`config.mk`:
```
export PLATFORM = sky130hd
export DESIGN_NAME = xor_descrambler_flat
export DESIGN_NICKNAME = d
export VERILOG_FILES = /design/src/rtl/xor_descrambler_if.sv /design/src/rtl/xor_descrambler.sv /design/src/flat_wrapper.sv
export SDC_FILE = /design/constraint.sdc
export NUM_CORES = 1
export LEC_CHECK = 0
export ABC_AREA = 1
export BUFFER_PORTS_ARGS = -buffer_cell sky130_fd_sc_hd__clkbuf_2
export CAP_MARGIN = 20
export CORE_ASPECT_RATIO = 1.2
export CORE_MARGIN = 2
export CORE_UTILIZATION = 48
export DETAILED_ROUTE_END_ITERATION = 7
export HOLD_SLACK_MARGIN = 0.15
export PLACE_DENSITY_LB_ADDON = 0.1
export SYNTH_ARGS = -nofsm -noshare
export SYNTH_HDL_FRONTEND = slang
export SYNTH_SLANG_ARGS = --single-unit
```
`constraint.sdc`:
```
create_clock -name clk -period 1.4 [get_ports clk]
set_input_delay 0.21 -clock clk [delete_from_list [all_inputs] [get_ports clk]]
set_output_delay 0.21 -clock clk [all_outputs]
set_load 0.01 [all_outputs]
```
`src/rtl/xor_descrambler_if.sv`:
```
// Valid/ready beat channel with a start-of-frame flag.
interface xor_descrambler_if #(
    parameter int unsigned N = 8
) ();
    logic         valid;
    logic         ready;
    logic [N-1:0] data;
    logic         sof;

    modport master (output valid, output data, output sof, input ready);
    modport slave  (input valid, input data, input sof, output ready);
endinterface

```
`src/rtl/xor_descrambler.sv`:
```
// Word-parallel additive descrambler, x^7 + x^6 + 1 keystream, one-beat output register.
module xor_descrambler #(
    parameter int unsigned N    = 8,
    parameter logic [6:0]  SEED = 7'h7F,
    parameter int unsigned CW   = 16
) (
    input  logic                  clk,
    input  logic                  rst,
    input  logic                  en,
    xor_descrambler_if.slave      s,
    xor_descrambler_if.master     m,
    output logic [CW-1:0]         beat_cnt
);

    localparam int unsigned LW = 7;
    localparam logic [CW-1:0] CNT_MAX = {CW{1'b1}};

    logic [LW-1:0] lfsr_q, lfsr_d;
    logic          m_valid_q, m_valid_d;
    logic [N-1:0]  m_data_q, m_data_d;
    logic          m_sof_q, m_sof_d;
    logic [CW-1:0] cnt_q, cnt_d;

    logic          accept;
    logic          emit;
    logic [LW-1:0] lfsr_start;
    logic [LW-1:0] lfsr_stepped;
    logic [N-1:0]  keystream;

    assign s.ready = !m_valid_q || m.ready;
    assign accept  = s.valid && s.ready;
    assign emit    = m_valid_q && m.ready;

    // Run the LFSR N steps from the frame seed or the running state.
    always_comb begin
        logic [LW-1:0] st;
        logic          fb;
        lfsr_start = s.sof ? SEED : lfsr_q;
        st         = lfsr_start;
        fb         = 1'b0;
        keystream  = '0;
        for (int k = 0; k < N; k++) begin
            fb           = st[6] ^ st[5];
            keystream[k] = fb;
            st           = {st[5:0], fb};
        end
        lfsr_stepped = st;
    end

    // Next state for output stage, LFSR and frame counter.
    always_comb begin
        lfsr_d    = lfsr_q;
        m_valid_d = m_valid_q;
        m_data_d  = m_data_q;
        m_sof_d   = m_sof_q;
        cnt_d     = cnt_q;
        if (emit) begin
            m_valid_d = 1'b0;
        end
        if (accept) begin
            m_valid_d = 1'b1;
            m_data_d  = en ? (s.data ^ keystream) : s.data;
            m_sof_d   = s.sof;
            // Bypass with sof still re-seeds, but takes no steps.
            lfsr_d    = en ? lfsr_stepped : lfsr_start;
            if (s.sof) begin
                cnt_d = CW'(1);
            end else if (cnt_q != CNT_MAX) begin
                cnt_d = cnt_q + CW'(1);
            end
        end
    end

    // State registers with synchronous reset.
    always_ff @(posedge clk) begin
        if (rst) begin
            lfsr_q    <= SEED;
            m_valid_q <= 1'b0;
            m_data_q  <= '0;
            m_sof_q   <= 1'b0;
            cnt_q     <= '0;
        end else begin
            lfsr_q    <= lfsr_d;
            m_valid_q <= m_valid_d;
            m_data_q  <= m_data_d;
            m_sof_q   <= m_sof_d;
            cnt_q     <= cnt_d;
        end
    end

    assign m.valid  = m_valid_q;
    assign m.data   = m_data_q;
    assign m.sof    = m_sof_q;
    assign beat_cnt = cnt_q;

endmodule

```
`src/flat_wrapper.sv`:
```
// flat-port wrapper written by rule: the top's interface ports become plain ports
module xor_descrambler_flat 
#(
    parameter int unsigned N    = 8,
    parameter logic [6:0]  SEED = 7'h7F,
    parameter int unsigned CW   = 16
)
  (clk, rst, en, beat_cnt, s_valid, s_data, s_sof, s_ready, m_valid, m_data, m_sof, m_ready);
  xor_descrambler_if #(.N(N)) s_i ();
  xor_descrambler_if #(.N(N)) m_i ();
  input  logic clk;
  input  logic rst;
  input  logic en;
  output logic [CW-1:0] beat_cnt;
  input wire logic [$bits(s_i.valid)-1:0] s_valid;
  input wire logic [$bits(s_i.data)-1:0] s_data;
  input wire logic [$bits(s_i.sof)-1:0] s_sof;
  output wire logic [$bits(s_i.ready)-1:0] s_ready;
  output wire logic [$bits(m_i.valid)-1:0] m_valid;
  output wire logic [$bits(m_i.data)-1:0] m_data;
  output wire logic [$bits(m_i.sof)-1:0] m_sof;
  input wire logic [$bits(m_i.ready)-1:0] m_ready;
  assign s_i.valid = s_valid;
  assign s_i.data = s_data;
  assign s_i.sof = s_sof;
  assign s_ready = s_i.ready;
  assign m_valid = m_i.valid;
  assign m_data = m_i.data;
  assign m_sof = m_i.sof;
  assign m_i.ready = m_ready;
  xor_descrambler #(.N(N), .SEED(SEED), .CW(CW)) u_core (.clk(clk), .rst(rst), .en(en), .s(s_i), .m(m_i), .beat_cnt(beat_cnt));
endmodule
```
# --- After elaboration in Yosys (flattened, before gate mapping) ---
# Cells that the tools add are included.
# W data, S select, Z words.
totals:
  elab_cells: 30
  reg_bits: 33
  inputBits: 14
op_classes:
  reduce_logical: 7
  n_eq_ne: 1
  n_mux: 7
  add_sub_neg: 1
  bitwise_logic: 9
op_table:
  columns: ["op", "count"]
  rows:
  - ["$mux W16", 2]
  - ["$add A16 B1 Y16 const B", 1]
  - ["$ne A16 B16 Y1 const B", 1]
  - ["$mux W7", 2]
  - ["$mux W8", 1]
  - ["$xor A1 B1 Y1", 8]
  - ["$xor A8 B8 Y8", 1]
  - ["$reduce_bool A2 Y1", 2]
  - ["$logic_and A1 B1 Y1", 2]
  - ["$mux W1", 2]
  - ["$reduce_and A2 Y1", 1]
  - ["$logic_not A1 Y1", 1]
  - ["$logic_or A1 B1 Y1", 1]

# --- Depth between registers and ports, before layout ---
depth:
  ltp_word: 5
  ltp_mapped: 11
  depth_no_buf: 11

# --- Worst setup path before layout ---
# OpenSTA, ideal clock, no wires.
synth_timing:
  path_type: "register -> register"
  start: "reg u_core.cnt_q[0] (netlist: u_core.beat_cnt[0])"
  end: "reg u_core.cnt_q[10] (netlist: u_core.beat_cnt[10])"
  path_slack_ns: -0.232
  arrival_ns: 1.497
  period_less_slack_ns: 1.632
  t_required_ns: 1.265
  path_stages_with_launch: 12
  n_path_buf: 1
  cell_sequence: "dfxtp_1 ha_1 inv_2 nor2_2 nand2_2 nor2_4 nand2_4 nand2_4 buf_8 nor2_1 nor2_1 nor2_1"
synth_via:
  elab_chain_cells: 3
  elab_cells_between_ends: 6
  cone_classes: "add/sub (1); eq/ne (1); mux (2); reduce/logical (2)"
synth_rtl:
  columns: ["element", "line_no", "rtl"]
  rows:
  - ["start: declaration", "xor_descrambler.sv:22", "logic [CW-1:0] cnt_q, cnt_d;"]
  - ["start signal: assignment", "xor_descrambler.sv:87", "cnt_q <= cnt_d;"]
  - ["$add A16 B1 Y16 / $ne A16 B16 Y1 (equally long branches)", "xor_descrambler.sv:69, xor_descrambler.sv:68", null]
  - ["$mux W16 / $reduce_bool A2 Y1 (equally long branches)", null, null]
  - ["$mux W16 / $reduce_and A2 Y1 (equally long branches)", null, null]
# Several ways; a longest one is shown, not always the timed one. The select of a mux whose other input is x is not followed.
# A chain may end at the register's enable or synchronous reset.

# --- Worst setup path after layout ---
layout_timing:
  start: "reg u_core.cnt_q[1] (netlist: u_core.beat_cnt[1])"
  end: "reg u_core.cnt_q[1] (netlist: u_core.beat_cnt[1])"
# Same word-level chain as after synthesis.

==> results by group <==
Synthesis
  – Top cells by area, synth: dfxtp_1 (36%), nand2_1 (14%), nor2_1 (8.0%)
  – Post-synth top area share: 36.2%
  – Syn avg cell area: 6.66 µm²
  – Post-synth top flop: dfxtp_1
  – Synth unique cells: 27
  – Post-synth EDFFs: 0
  – Most frequent cell after synthesis: nand2_1
  – Yosys warns: 0
  – Asr flop ratio synth: 0%
  – Top cells by count, synth: nand2_1 (66), nor2_1 (39), dfxtp_1 (33), inv_1 (26), o21ai_0 (24)
  – Seq/Total Area, Yosys: 36.2%
  – Syn Inst Count: 274
  – Cell area after synthesis: 1830 µm²
  – FF+latch count, synth: 33
  – Yosys top cell by area: dfxtp_1
  – Post-synth net total: 289

Clock tree
  – CTS tree: yes
  – Num CTS Buffers: 5
  – Worst-Skew Late Latency: 0.28 ns
  – Reg clk slew, reported paths: 0.06 ns
  – CTS Sinks: 33
  – CTS Root Cell: clkbuf_8
  – Longest Clk Path Bufs: 2
  – H-tree levels: 2

Die
  – Row cnt: 24
  – Starting Density: 50.2%
  – Die Wd: 60.3 µm
  – Die area: 4310 µm²
  – Die height: 71.6 µm
  – Core footprint: 3630 µm²
  – Io pins: 41

Detailed routing
  – Routed wire length: 4520 µm
  – DRC Markers: 0
  – Iter 0 DRT Violations: 82
  – Routed Antenna Nets: 0
  – WL/cell: 11.4 µm
  – DR vias: 1952
  – Drt first pass iters: 4
  – Vias per cell: 4.93

Timing
  – Final slew viol count: 0
  – Final setup violation count: 5
  – Setup WS post-layout: -0.0141 ns
  – Final hold vios: 0
  – Post-layout minimum cycle time: 1.41 ns
  – Max-slew headroom: 79.4%
  – Fmax: 707 MHz
  – Period utilization: 101%
  – Final Skew: 0.00425 ns
  – RSZ-0062 raised after global routing: yes
  – Worst slew pin tran: 0.306 ns
  – Min Hold Slack: 0.214 ns

GRT
  – Initial antenna violation count: 0
  – GRT overflow: 0
  – Vias in the first global route: 1796
  – GRT Total Usage: 22.9%
  – Pin count of the biggest net entering global routing: 19
  – Global-route wire length before repair: 7550 µm

Status
  – Failing checks: setup timing
  – Status: complete, but fails checks

Worst setup path
  – Setup Crit Path Kind: reg -> reg
  – Reg-to-reg endpoint: u_core.beat_cnt[1]
  – CP endpoint kind: register
  – Crit path cell chain: ha_4, inv_2, nor2_4, nand2_2, nor2_4, nand2_4, nand2_8, buf_6, nand2_2, a21oi_2
  – Crit path max-delay family: simple AND/OR/NAND/NOR gates
  – Arrival time worst endpoint: 1.63 ns
  – Crit Reg-Reg Startpoint: u_core.beat_cnt[1]
  – Path depth of the worst reg2reg path: 10
  – Crit path max fanout: 5
  – Register-to-register setup slack: -0.01 ns
  – Buf+Inv Stages, Crit Path: 2
  – Critical Path Max Stage Delay: 0.37 ns
  – Beginning of the critical path: u_core.beat_cnt[1]
  – Critical path startpoint category: register
  – Worst Path Required: 1.61 ns
  – Slowest CP cell: dfxtp_4
  – CP endpoint: u_core.beat_cnt[1]
  – Levels on crit path: 10

Cells and area
  – # diodes: 0
  – Area of the multi-input gates: 1090 µm²
  – Final #Nets: 359
  – Non-Filler Instances: 396
  – P&R area growth vs syn: 34.7%
  – Filler cells: 331
  – Post-route cell area: 2460 µm²
  – FF+latch area: 668 µm²
  – Layout cell share with drive strength beyond 1: 33.7%

Placed design
  – I/O Buffers: 40
  – HPWL Detailed: 3360 µm
  – Placement Cell Area: 2270 µm²
  – DP Worst Slack: -0.0334 ns
  – Placed insts: 386
  – RD Place Congestion: 0.867

Power and ir drop
  – Leakage dissipation: 1.08 nW
  – Maximum VDD drop: 605 µV
  – Power density cells: 813 nW/µm²

Worst hold path
  – Worst min path class: in -> reg

Flow run
  – Max-Cap Viols: 0
state kept, by name, summed over array words and instances (netlist names):
| register | cells |
|---|---|
| u_core.m.data | 8 |
| u_core.beat_cnt | 16 |
| u_core.m.sof | 1 |
| u_core.m.valid | 1 |
| u_core.lfsr_q | 7 |
final cells by class:
| type | instances | share of cell area [%] |
|---|---|---|
| multi-input cells | 203 | 44.2 |
| flip-flops and latches | 33 | 27.2 |
| repair buffers | 70 | 18.1 |
| inverters | 31 | 4.83 |
| clock buffers | 6 | 2.95 |
| well taps | 52 | 2.64 |
| clock inverters | 1 | 0.203 |
worst min path at each step:
stage	from	endpoint	slack (ns)	cells after the start
global route	s_data[1]	u_core.m.data[1]	0.22	3
floorplan	s_data[0]	u_core.m.data[0]	0.39	2
global placement	u_core.m.sof	u_core.m.sof	0.46	2
detailed placement	u_core.lfsr_q[2]	u_core.lfsr_q[2]	0.47	2
CTS	s_data[4]	u_core.m.data[4]	0.21	3
finish	s_data[0]	u_core.m.data[0]	0.21	3
metrics by stage:
step                utilization, %  power [mW]  setup TNS [ns]
global route                  67.7        2.10          -0.993
floorplan                        -        1.21         -0.0529
finish                        67.7        2.00         -0.0226
global placement              62.6        1.31               0
detailed placement            62.6        1.32          -0.187
CTS                           65.2        2.00               0
report_power, final:
| part | leakage, nW | switching (mW) | total (mW) | internal, mW |
|---|---|---|---|---|
| sequential | 0.271 | 0.0248 | 1.00 | 0.979 |
| combinational | 0.771 | 0.191 | 0.321 | 0.130 |
| clock | 0.0410 | 0.338 | 0.675 | 0.338 |
worst register-to-register path, stage by stage, from the launching register on:
cell and delay, ns:
dfxtp_4 0.37, ha_4 0.14, inv_2 0.05, nor2_4 0.09
nand2_2 0.08, nor2_4 0.14, nand2_4 0.11, nand2_8 0.12
buf_6 0.12, nand2_2 0.05, a21oi_2 0.10
logic make-up (layout without fill, tap and decap cells):
| family | count (synthesis) | count (layout) | synth area share, % |
|---|---|---|---|
| simple gates | 139 | 140 | 33.6 |
| compound gates | 53 | 53 | 16.2 |
| buf+inv | 39 | 108 | 8.98 |
| flops | 33 | 33 | 36.2 |
| xor+xnor | 9 | 9 | 4.32 |
| fa+ha+maj | 1 | 1 | 0.685 |
layout by cell type (no fill, tap or decap), drive strengths merged:
master | netlist | layout
ha | 1 | 1
nor2 | 42 | 42
nand4 | 6 | 6
nor3 | 4 | 4
clkbuf | 4 | 46
buf | 4 | 30
clkinv | 0 | 1
nand2 | 73 | 74
xor2 | 9 | 9
o21ai | 27 | 27
dfxtp | 33 | 33
o211ai | 2 | 2
a21oi | 24 | 24
nor3b | 1 | 1
inv | 31 | 31
nand3 | 13 | 13
per-layer routing:
metal	GRT usage, %	up-vias	part of all wire (%)
met5	0	-	0
met4	8.89	0	1.6
met3	4.87	7	3.4
met2	39.7	38	54
met1	26.9	886	41
li1	-	1021	-
timing repair:
item                                    CTS  global route
endpoints found under the setup margin   10            19
cloned                                    0             1
pin swaps                                 2             8
hold buffers                              0             0
buffers inserted                          1             1
resized for setup                         2            25
Power figures use the tool's default switching activity.
